===== src/rtl/can_crc_stuff.sv =====
// CAN FD transmit CRC-field fixed-stuff-bit inserter: serialises a latched 17/21-bit CRC
// MSB first with a complementing stuff bit at every field position that is a multiple of 5.
module can_crc_stuff (
    input  logic        clk,
    input  logic        rst,
    input  logic        start,
    input  logic        crc_21_sel,
    input  logic [16:0] crc_17_i,
    input  logic [20:0] crc_21_i,
    input  logic        data_prev,
    input  logic        tx_point,
    input  logic        abort,
    output logic        tx_bit,
    output logic        tx_is_stuff,
    output logic        busy,
    output logic        done,
    output logic [8:0]  bit_cnt
);

    localparam logic [1:0] S_IDLE = 2'd0;
    localparam logic [1:0] S_SEND = 2'd1;
    localparam logic [1:0] S_FIN  = 2'd2;

    logic [1:0]  state_q,       state_d;
    logic [20:0] sr_q,          sr_d;
    logic        sel_q,         sel_d;
    logic        tx_bit_q,      tx_bit_d;
    logic        tx_is_stuff_q, tx_is_stuff_d;
    logic [8:0]  bit_cnt_q,     bit_cnt_d;
    logic [2:0]  phase_q,       phase_d;
    logic [8:0]  last_cnt;

    // Last field index: N-1 = 21 for CRC-17, 26 for CRC-21.
    assign last_cnt = sel_q ? 9'd26 : 9'd21;

    always_comb begin
        state_d       = state_q;
        sr_d          = sr_q;
        sel_d         = sel_q;
        tx_bit_d      = tx_bit_q;
        tx_is_stuff_d = tx_is_stuff_q;
        bit_cnt_d     = bit_cnt_q;
        phase_d       = phase_q;

        case (state_q)
            S_IDLE: begin
                if (!abort && start) begin
                    state_d       = S_SEND;
                    sel_d         = crc_21_sel;
                    sr_d          = crc_21_sel ? crc_21_i : {crc_17_i, 4'b0000};
                    tx_bit_d      = ~data_prev;
                    tx_is_stuff_d = 1'b1;
                    bit_cnt_d     = 9'd0;
                    phase_d       = 3'd0;
                end
            end
            S_SEND: begin
                if (abort) begin
                    state_d       = S_IDLE;
                    tx_bit_d      = 1'b1;
                    tx_is_stuff_d = 1'b0;
                    bit_cnt_d     = 9'd0;
                    phase_d       = 3'd0;
                end else if (tx_point) begin
                    if (bit_cnt_q == last_cnt) begin
                        state_d = S_FIN;
                    end else begin
                        bit_cnt_d = bit_cnt_q + 9'd1;
                        phase_d   = (phase_q == 3'd4) ? 3'd0 : phase_q + 3'd1;
                        // Only a completed payload bit consumes the shift register.
                        if (!tx_is_stuff_q) begin
                            sr_d = {sr_q[19:0], 1'b0};
                        end
                        if (phase_q == 3'd4) begin
                            tx_bit_d      = ~tx_bit_q;
                            tx_is_stuff_d = 1'b1;
                        end else begin
                            tx_bit_d      = sr_d[20];
                            tx_is_stuff_d = 1'b0;
                        end
                    end
                end
            end
            S_FIN: begin
                state_d       = S_IDLE;
                tx_bit_d      = 1'b1;
                tx_is_stuff_d = 1'b0;
                bit_cnt_d     = 9'd0;
                phase_d       = 3'd0;
            end
            default: begin
                state_d       = S_IDLE;
                tx_bit_d      = 1'b1;
                tx_is_stuff_d = 1'b0;
                bit_cnt_d     = 9'd0;
                phase_d       = 3'd0;
            end
        endcase
    end

    always_ff @(posedge clk) begin
        if (rst) begin
            state_q       <= S_IDLE;
            sr_q          <= '0;
            sel_q         <= 1'b0;
            tx_bit_q      <= 1'b1;
            tx_is_stuff_q <= 1'b0;
            bit_cnt_q     <= 9'd0;
            phase_q       <= 3'd0;
        end else begin
            state_q       <= state_d;
            sr_q          <= sr_d;
            sel_q         <= sel_d;
            tx_bit_q      <= tx_bit_d;
            tx_is_stuff_q <= tx_is_stuff_d;
            bit_cnt_q     <= bit_cnt_d;
            phase_q       <= phase_d;
        end
    end

    assign tx_bit      = tx_bit_q;
    assign tx_is_stuff = tx_is_stuff_q;
    assign bit_cnt     = bit_cnt_q;
    assign busy        = (state_q == S_SEND);
    assign done        = (state_q == S_FIN);

endmodule

===== config.mk =====
export PLATFORM = sky130hd
export DESIGN_NAME = can_crc_stuff
export DESIGN_NICKNAME = d
export VERILOG_FILES = /design/src/rtl/can_crc_stuff.sv
export SDC_FILE = /design/constraint.sdc
export NUM_CORES = 1
export LEC_CHECK = 0
export ABC_AREA = 1
export ABC_CLOCK_PERIOD_IN_PS = 2029
export CAP_MARGIN = 20
export CORE_ASPECT_RATIO = 0.7
export CORE_MARGIN = 4
export CORE_UTILIZATION = 50
export CTS_BUF_LIST = sky130_fd_sc_hd__clkbuf_8
export CTS_CLUSTER_DIAMETER = 100
export DETAILED_ROUTE_END_ITERATION = 8
export MAX_ROUTING_LAYER = met4
export PLACE_DENSITY = 0.81
export SYNTH_ARGS = -nofsm -noshare
export SYNTH_HDL_FRONTEND = slang
export SYNTH_SLANG_ARGS = --single-unit

===== constraint.sdc =====
create_clock -name clk -period 2.03 [get_ports clk]
set_clock_uncertainty 0.2 [all_clocks]
set_input_delay 0.203 -clock clk [delete_from_list [all_inputs] [get_ports clk]]
set_output_delay 0.203 -clock clk [all_outputs]
set_load 0.02 [all_outputs]

* After elaboration in Yosys (flattened, before gate mapping) *
Index checks and enable logic that the tools add are counted.
W data, S select, Z words.

storage, ports and cells
  bits in registers = 38
  input port bits = 45
  output and inout port bits = 13
  logic and storage cells = 69

operators by class
  add/subtract/negate cells = 2
  eq/ne operators = 12
  multiplexer cells = 36
  bitwise logic cells = 2
  reduce and logical (&&, ||, !) cells = 9

operator list
  cell                   count
  $mux W21               6
  $pmux W21 S2           1
  $mux W9                4
  $pmux W9 S2            1
  $mux W3                5
  $mux W1                10
  $ne A2 B2 Y1 const B   5
  $add A9 B1 Y9 const B  1
  $eq A9 B5 Y1           1
  $mux W2                4
  $ne A3 B3 Y1 const B   2
  $pmux W3 S2            1
  $reduce_and A3 Y1      2
  $reduce_and A6 Y1      1
  $reduce_and A5 Y1      1
  $mux W4                1
  $pmux W1 S2            2
  $pmux W2 S2            1
  $add A3 B1 Y3 const B  1
  $eq A3 B3 Y1 const B   1
  $ne A3 B2 Y1 const B   1
  $eq A2 B1 Y1 const B   1
  $eq A2 B2 Y1 const B   1
  $logic_not A2 Y1       1
  5 further kinds        6

* Longest topological paths before layout *
Gate-level depths: netlist (run 1).

  depth in word-level cells = 6
  depth in mapped cells = 10
  depth with buffers taken out = 10

* Least setup slack after synthesis (run 1) *
No wires, ideal clock.

  path type = reg-to-reg
  from = register bit_cnt_q[2], in the netlist bit_cnt[2]
  to = register sr_q[0]
  library setup time = 0.110 ns
  arrival = 1.374 ns
  data required time = 1.720 ns
  path slack = 0.346 ns
  stages on the path, launching flop included = 11
  buffers on the path = 1
  clock period less this slack = 1.684 ns
  path through = dfxtp_1 inv_1 nor2_1 nand3_1 nand2_1 nand3_1 nand3_1 buf_2 nand2_1 inv_2 nor2_1

on the way
  word-level cells in the longest chain between the ends = 3

RTL lines
  what                                RTL line  RTL
  start: declaration                  29        logic [8:0] bit_cnt_q, bit_cnt_d;
  start signal: assignment            116       bit_cnt_q <= bit_cnt_d;
  $eq A9 B5 Y1                        65        if (bit_cnt_q == last_cnt) begin
  $ne A2 B2 Y1 (no source line)       --
  $reduce_and A6 Y1 (no source line)  --
  end signal: assignment              112       sr_q <= sr_d;
  end: declaration                    25        logic [20:0] sr_q, sr_d;

No other way between the ends.
A chain may end at the register's enable or synchronous reset.

* Worst setup path after layout (run 1) *
  from = register state_q[1]
  to = output busy

on the way
  word-level cells in the longest chain between the ends = 1

RTL lines
  what                      RTL line  RTL
  start: declaration        24        logic [1:0] state_q, state_d;
  start signal: assignment  111       state_q <= state_d;
  $eq A2 B1 Y1              124       assign busy = (state_q == S_SEND);
  end: declaration          15        output logic busy,

No other way between the ends.

==> metrics.cfg, run 1 <==
[run_status]
status=complete, no violations

[global_routing]
antenna_found_initial=0
grt.total_usage=0.244
grt_pass1_vias=2578
grt_max_degree=27
globalRouteOverflowTotal=0
grt_first_pass_wirelength_um=11800

[timing]
rsz0062_at_grt=false
post-route-period-util=0.958
slew_headroom=0.774
worst_slew_pin_slew_ns=0.336
post-route-min-period_ns=1.95
finalHoldViolCount=0
hold_slack_ns=0.290
setup_tns_ns=0
slew_violations=0
fmax_mhz=514
setup_viol=0

[floorplan]
start_util=0.516
fp.dieArea_sq_um=6120
fp.dieW_um=91.8
ios=58
die_h_um=66.6
core_area_sq_um=4760
num_rows=21

[yosys]
synthCells=418
synth_edf_count=0
seq_area_frac_synth=0.310
synth_common_cells=119 x nand2_1, 63 x inv_1, 50 x nor2_1
async_reset_ff_frac=0
synth_most_common_cell=nand2_1
ys_ff_latch=38
yosys.area.top_type=dfxtp_1
ys_types=30
synthTopCellsByArea=dfxtp_1 31%, nand2_1 18%, inv_1 9.6%
avgSynthCellArea_sq_um=5.88
ys.flop_type=dfxtp_1
netlist.area_leader.share=0.310
yosys_warnings=0
syn_nets=466
syn_area_sq_um=2460

[route]
wl_per_cell_um=12.8
drt_iter0_drc=270
drc=0
firstDrtPassIters=4
drt_wl_total_um=7070
viasPerCell=5.06
vias=2799
antenna_left=0

[min_path]
worst_hold_path_type=flop to flop

[setup_path]
cp_slowest_cell=clkdlybuf4s50_1
end_kind=primary output
critPathKind=flop to primary output
crit_required_ns=1.63
cp_slowest_stage_delay_ns=0.63
cp_max_fo=4
cp_top_family=buffers and inverters
critPathLaunchType=flop
crit_chain=nor2_4 > clkdlybuf4s50_1
arrival_ns=1.54
cp_num_buf_inv=1

[clock_tree]
cts_tree=built
postCtsSetupRepairBufs=0
clk_pin_slew_ns=0.08
cts-root-buf=clkbuf_8
clkLatencyLatePin_ns=0.30
cts.sinks=38
cts_buffers=5
clock_path_buffers=2
cts_hold_buf=0
htreeDepth=2

[place]
gp_congestion=0.916
placement.io_buffers=57
dp_hpwl_um=5010

[power]
pwr_density_cell_nw_per_um2=579
p_leak_nw=1.55
finalPower_w=0.00191
peakVddDrop_v=0.000335

[cells_and_area]
nFillCells=431
multiInputGateArea_sq_um=1350
seqCellArea_sq_um=761
drive_gt1_frac=0.0888
nNetsFinal=531
antennaDiodeCount=0
final_util=0.694
area_delta_synth_final_pct=34.4

[job]
drv_cap=0

==> tightest hold or removal path, delay by kind of cell, from the launching register on <==
kind | cells | cell delay (ns)
compound gates | 1 | 0.05
flops | 1 | 0.33
simple gates | 1 | 0.06
==> worst paths after layout <==
kind | startpoint | end | slack, ns | cells after the start
worst max-delay path | state_q[1] | busy | 0.08 | 2
worst min-delay path | phase_q[1] | phase_q[1] | 0.29 | 2
worst max register to register | state_q[1] | bit_cnt[4] | 0.17 | 9
worst min register to register | phase_q[1] | phase_q[1] | 0.29 | 2
==> area by class of cell <==
cell class	instances	area share
Multi-Input combinational cell	289	0.409
Timing Repair Buffer	78	0.225
Clock inverter	2	0.00379
Sequential cell	38	0.230
Tap cell	69	0.0262
Inverter	71	0.0807
Clock buffer	6	0.0250
==> timing repair <==
action                                 CTS  global route
resized for setup                        1             3
pin swaps                                0             0
setup endpoints to repair                1             5
endpoints found under the hold margin    0             0
==> logic make-up after synthesis <==
kind of cell | synth area share
and+or+nand+nor | 0.396
buffers and inverters | 0.146
AOI/OAI and AO/OA | 0.125
DFF | 0.310
adders and majority gates | 0.0153
xor gates and xnor gates | 0.00713
==> per-stage QoR <==
| step | cells | instance area [sq um] | setup slack (ns) |
|---|---|---|---|
| finish | 553 | 3300 | 0.0848 |
| global route | 553 | 3300 | 0.00644 |
| CTS | 553 | 3290 | 0.0237 |
| detailed placement | 545 | 3190 | 0.0286 |
| global placement | 545 | 3190 | 0.0474 |
| floorplan | 418 | 2460 | 0.346 |
==> report_power, final <==
part           internal [W]  switching [W]  total (W)
sequential         0.000801      0.0000352   0.000836
clock              0.000273       0.000290   0.000564
combinational      0.000237       0.000276   0.000512
total               0.00131       0.000601    0.00191
==> registers in the layout, indices dropped and copies added (netlist names) <==
name,cells
tx_is_stuff,1
sr_q,21
phase_q,3
state_q,2
tx_bit,1
bit_cnt,9
sel_q,1
==> cells in the final DEF (no fill, tap or decap), drive strengths merged <==
cell type,instances
a21oi,47
a22oi,1
a31oi,1
buf,21
clkbuf,6
clkdlybuf4s50,56
clkinv,3
clkinvlp,1
dfxtp,38
dlymetal6s2s,1
ha,3
inv,69
nand2,121
nand3,19
nand4,29
nor2,53
nor3,2
nor4,1
o21a,1
o21ai,8
o31ai,1
xnor2,1
xor2,1
==> per-layer routing <==
layer,routed length (um),vias to the layer above,track usage,part of all wire
li1,-,1445,-,-
met1,3380,1251,0.329,0.48
met2,3100,94,0.362,0.44
met3,499,9,0.0530,0.071
met4,88,0,0.0889,0.012
met5,0,-,-,0
No activity file was read; power rests on OpenSTA's default activity.
==> run 2, diff against run 1 <==
==> constraint.sdc (replaced) <==
create_clock -name clk -period 2.03 [get_ports clk]
set_clock_uncertainty 0.2 [all_clocks]
set_input_delay 0.3045 -clock clk [delete_from_list [all_inputs] [get_ports clk]]
set_output_delay 0.3045 -clock clk [all_outputs]
set_load 0.02 [all_outputs]
==> run 2 against run 1 <==
Design area up 0.49%. Combinational power increased by 1%. Critical endpoint is now bit_cnt[3]. Maximum frequency rose by 1.9%. Worst setup slack gained 0.037 ns. Global-route usage shrank 0.54 points. Die area is the same. Clock power rose by 13%. First-iteration DRC count fell by 29%. Via count about the same. Sequential power fell by 0.6%.
==> metrics.cfg, run 2 (synthesis gave the netlist of run 1 again) <==
[run_status]
status=complete, no violations

[place]
dp_slack_ns=-0.0600  ; -0.0886 ns
dp_cells=545  ; unchanged
dpl-instance-area_sq_um=3200  ; +0.39%
gp_congestion=0.886  ; -3.3%
placement.io_buffers=57  ; unchanged
dp_hpwl_um=5080  ; +1.3%

[timing]
setup_viol=0  ; unchanged
post-route-min-period_ns=1.91  ; -0.0367 ns
setup_tns_ns=0  ; unchanged
finalHoldViolCount=0  ; unchanged
slew_headroom=0.791  ; +0.0171
post-route-period-util=0.940  ; -0.0181
fmax_mhz=524  ; +1.9%
fin_ws_ns=0.122  ; +0.0367 ns
slew_violations=0  ; unchanged
hold_slack_ns=0.290  ; +0.000444 ns
worst_slew_pin_slew_ns=0.312  ; -0.0233 ns
rsz0062_at_grt=false

[clock_tree]
clkLatencyLatePin_ns=0.29  ; about the same
htreeDepth=2  ; unchanged
cts_buffers=5  ; unchanged
clock_path_buffers=2  ; unchanged
clk_pin_slew_ns=0.08  ; about the same
cts_tree=built
cts-root-buf=clkbuf_8
cts_hold_buf=0  ; unchanged
cts.sinks=38  ; unchanged
postCtsSetupRepairBufs=0  ; unchanged

[global_routing]
grt_max_degree=27  ; unchanged
grt.total_usage=0.239  ; -0.00545
grt_first_pass_wirelength_um=11400  ; -2.8%
antenna_found_initial=0  ; unchanged
grt_pass1_vias=2494  ; -3.3%
globalRouteOverflowTotal=0  ; unchanged

[route]
vias=2797  ; -0.071%
viasPerCell=5.06  ; about the same
antenna_left=0  ; unchanged
drt_iter0_drc=192  ; -29%
drc=0  ; unchanged
drt_wl_total_um=6870  ; -2.9%
wl_per_cell_um=12.4  ; -2.9%
firstDrtPassIters=5  ; +1

[setup_path]
critPathLaunchType=flop
cp_slowest_stage_delay_ns=0.66  ; +0.03 ns
crit_chain=clkdlybuf4s50_1
cp_top_family=buffers and inverters
cp_slowest_cell=clkdlybuf4s50_1
reg2regPathDepth=11  ; +2
critPathKind=flop to primary output
crit_cells=1  ; -1
cp_max_fo=7  ; +3
arrival_ns=1.40  ; -0.14 ns
end_kind=primary output
cp_num_buf_inv=1  ; unchanged
crit_required_ns=1.53  ; -0.10 ns

[cells_and_area]
layout_common_cells=119 x nand2_1, 63 x inv_1, 55 x clkdlybuf4s50_1, 49 x nor2_1, 47 x a21oi_1
nNetsFinal=531  ; unchanged
area_delta_synth_final_pct=35.0
drive_gt1_frac=0.0888  ; unchanged
antennaDiodeCount=0  ; unchanged
instances_no_fill=553  ; unchanged
final_cell_area_sq_um=3320  ; +0.49%
largest_reg_flops=21  ; unchanged
top_register=sr_q
layout_commonest_cell=nand2_1

[floorplan]
start_util=0.516  ; unchanged
fp.dieW_um=91.8  ; unchanged
core_area_sq_um=4760  ; unchanged
fp.dieArea_sq_um=6120  ; unchanged
die_h_um=66.6  ; unchanged
ios=58  ; unchanged
num_rows=21  ; unchanged

[power]
pwr_density_cell_nw_per_um2=598  ; +3.2%
peakVddDrop_v=0.000395  ; +18%
p_leak_nw=1.55  ; about the same

[min_path]
worst_hold_path_type=flop to flop
worstHoldPathCells=2  ; unchanged

[job]
drv_cap=0  ; unchanged

-- run 2: repair_timing --
| item | 4_1_cts | 5_1_grt |
|---|---|---|
| gates resized for setup | 3 | 1 |
| pin swaps | 0 | 0 |
| setup endpoints to repair | 2 | 1 |
-- run 2: per-stage QoR --
step	utilization	total power, W
after floorplan	-	0.00115
after global placement	0.674	0.00134
after detailed placement	0.674	0.00136
after CTS	0.696	0.00199
after global routing	0.697	0.00210
final	0.697	0.00198
-- run 2: final timing paths --
check	from	end	slack, ns
worst max-delay path	bit_cnt[3]	bit_cnt[3]	0.12
worst min-delay path	phase_q[1]	phase_q[1]	0.29
worst min register to register	phase_q[1]	phase_q[1]	0.29
worst max register to register	state_q[1]	bit_cnt[5]	0.26
-- run 2: cell type report --
cell class	count	area [sq um]
flip-flops and latches	38	761
well taps	69	86.3
repair buffers	78	751
multi-input cells	289	1340
inverters	71	267
fillers	409	1440
clock buffers	5	68.8
clock inverters	3	40.0
-- run 2: layer usage --
layer,wire length [um],GRT usage
met4,81,0.0648
met3,553,0.0474
met1,3310,0.328
met5,0,-
met2,2930,0.359
-- run 2: report_power, final --
group / switching [W] / internal [W] / leakage (nW)
Clock: 0.000273 / 0.000362 / 0.0579
Combinational: 0.000276 / 0.000241 / 1.18
Sequential: 0.0000302 / 0.000801 / 0.312
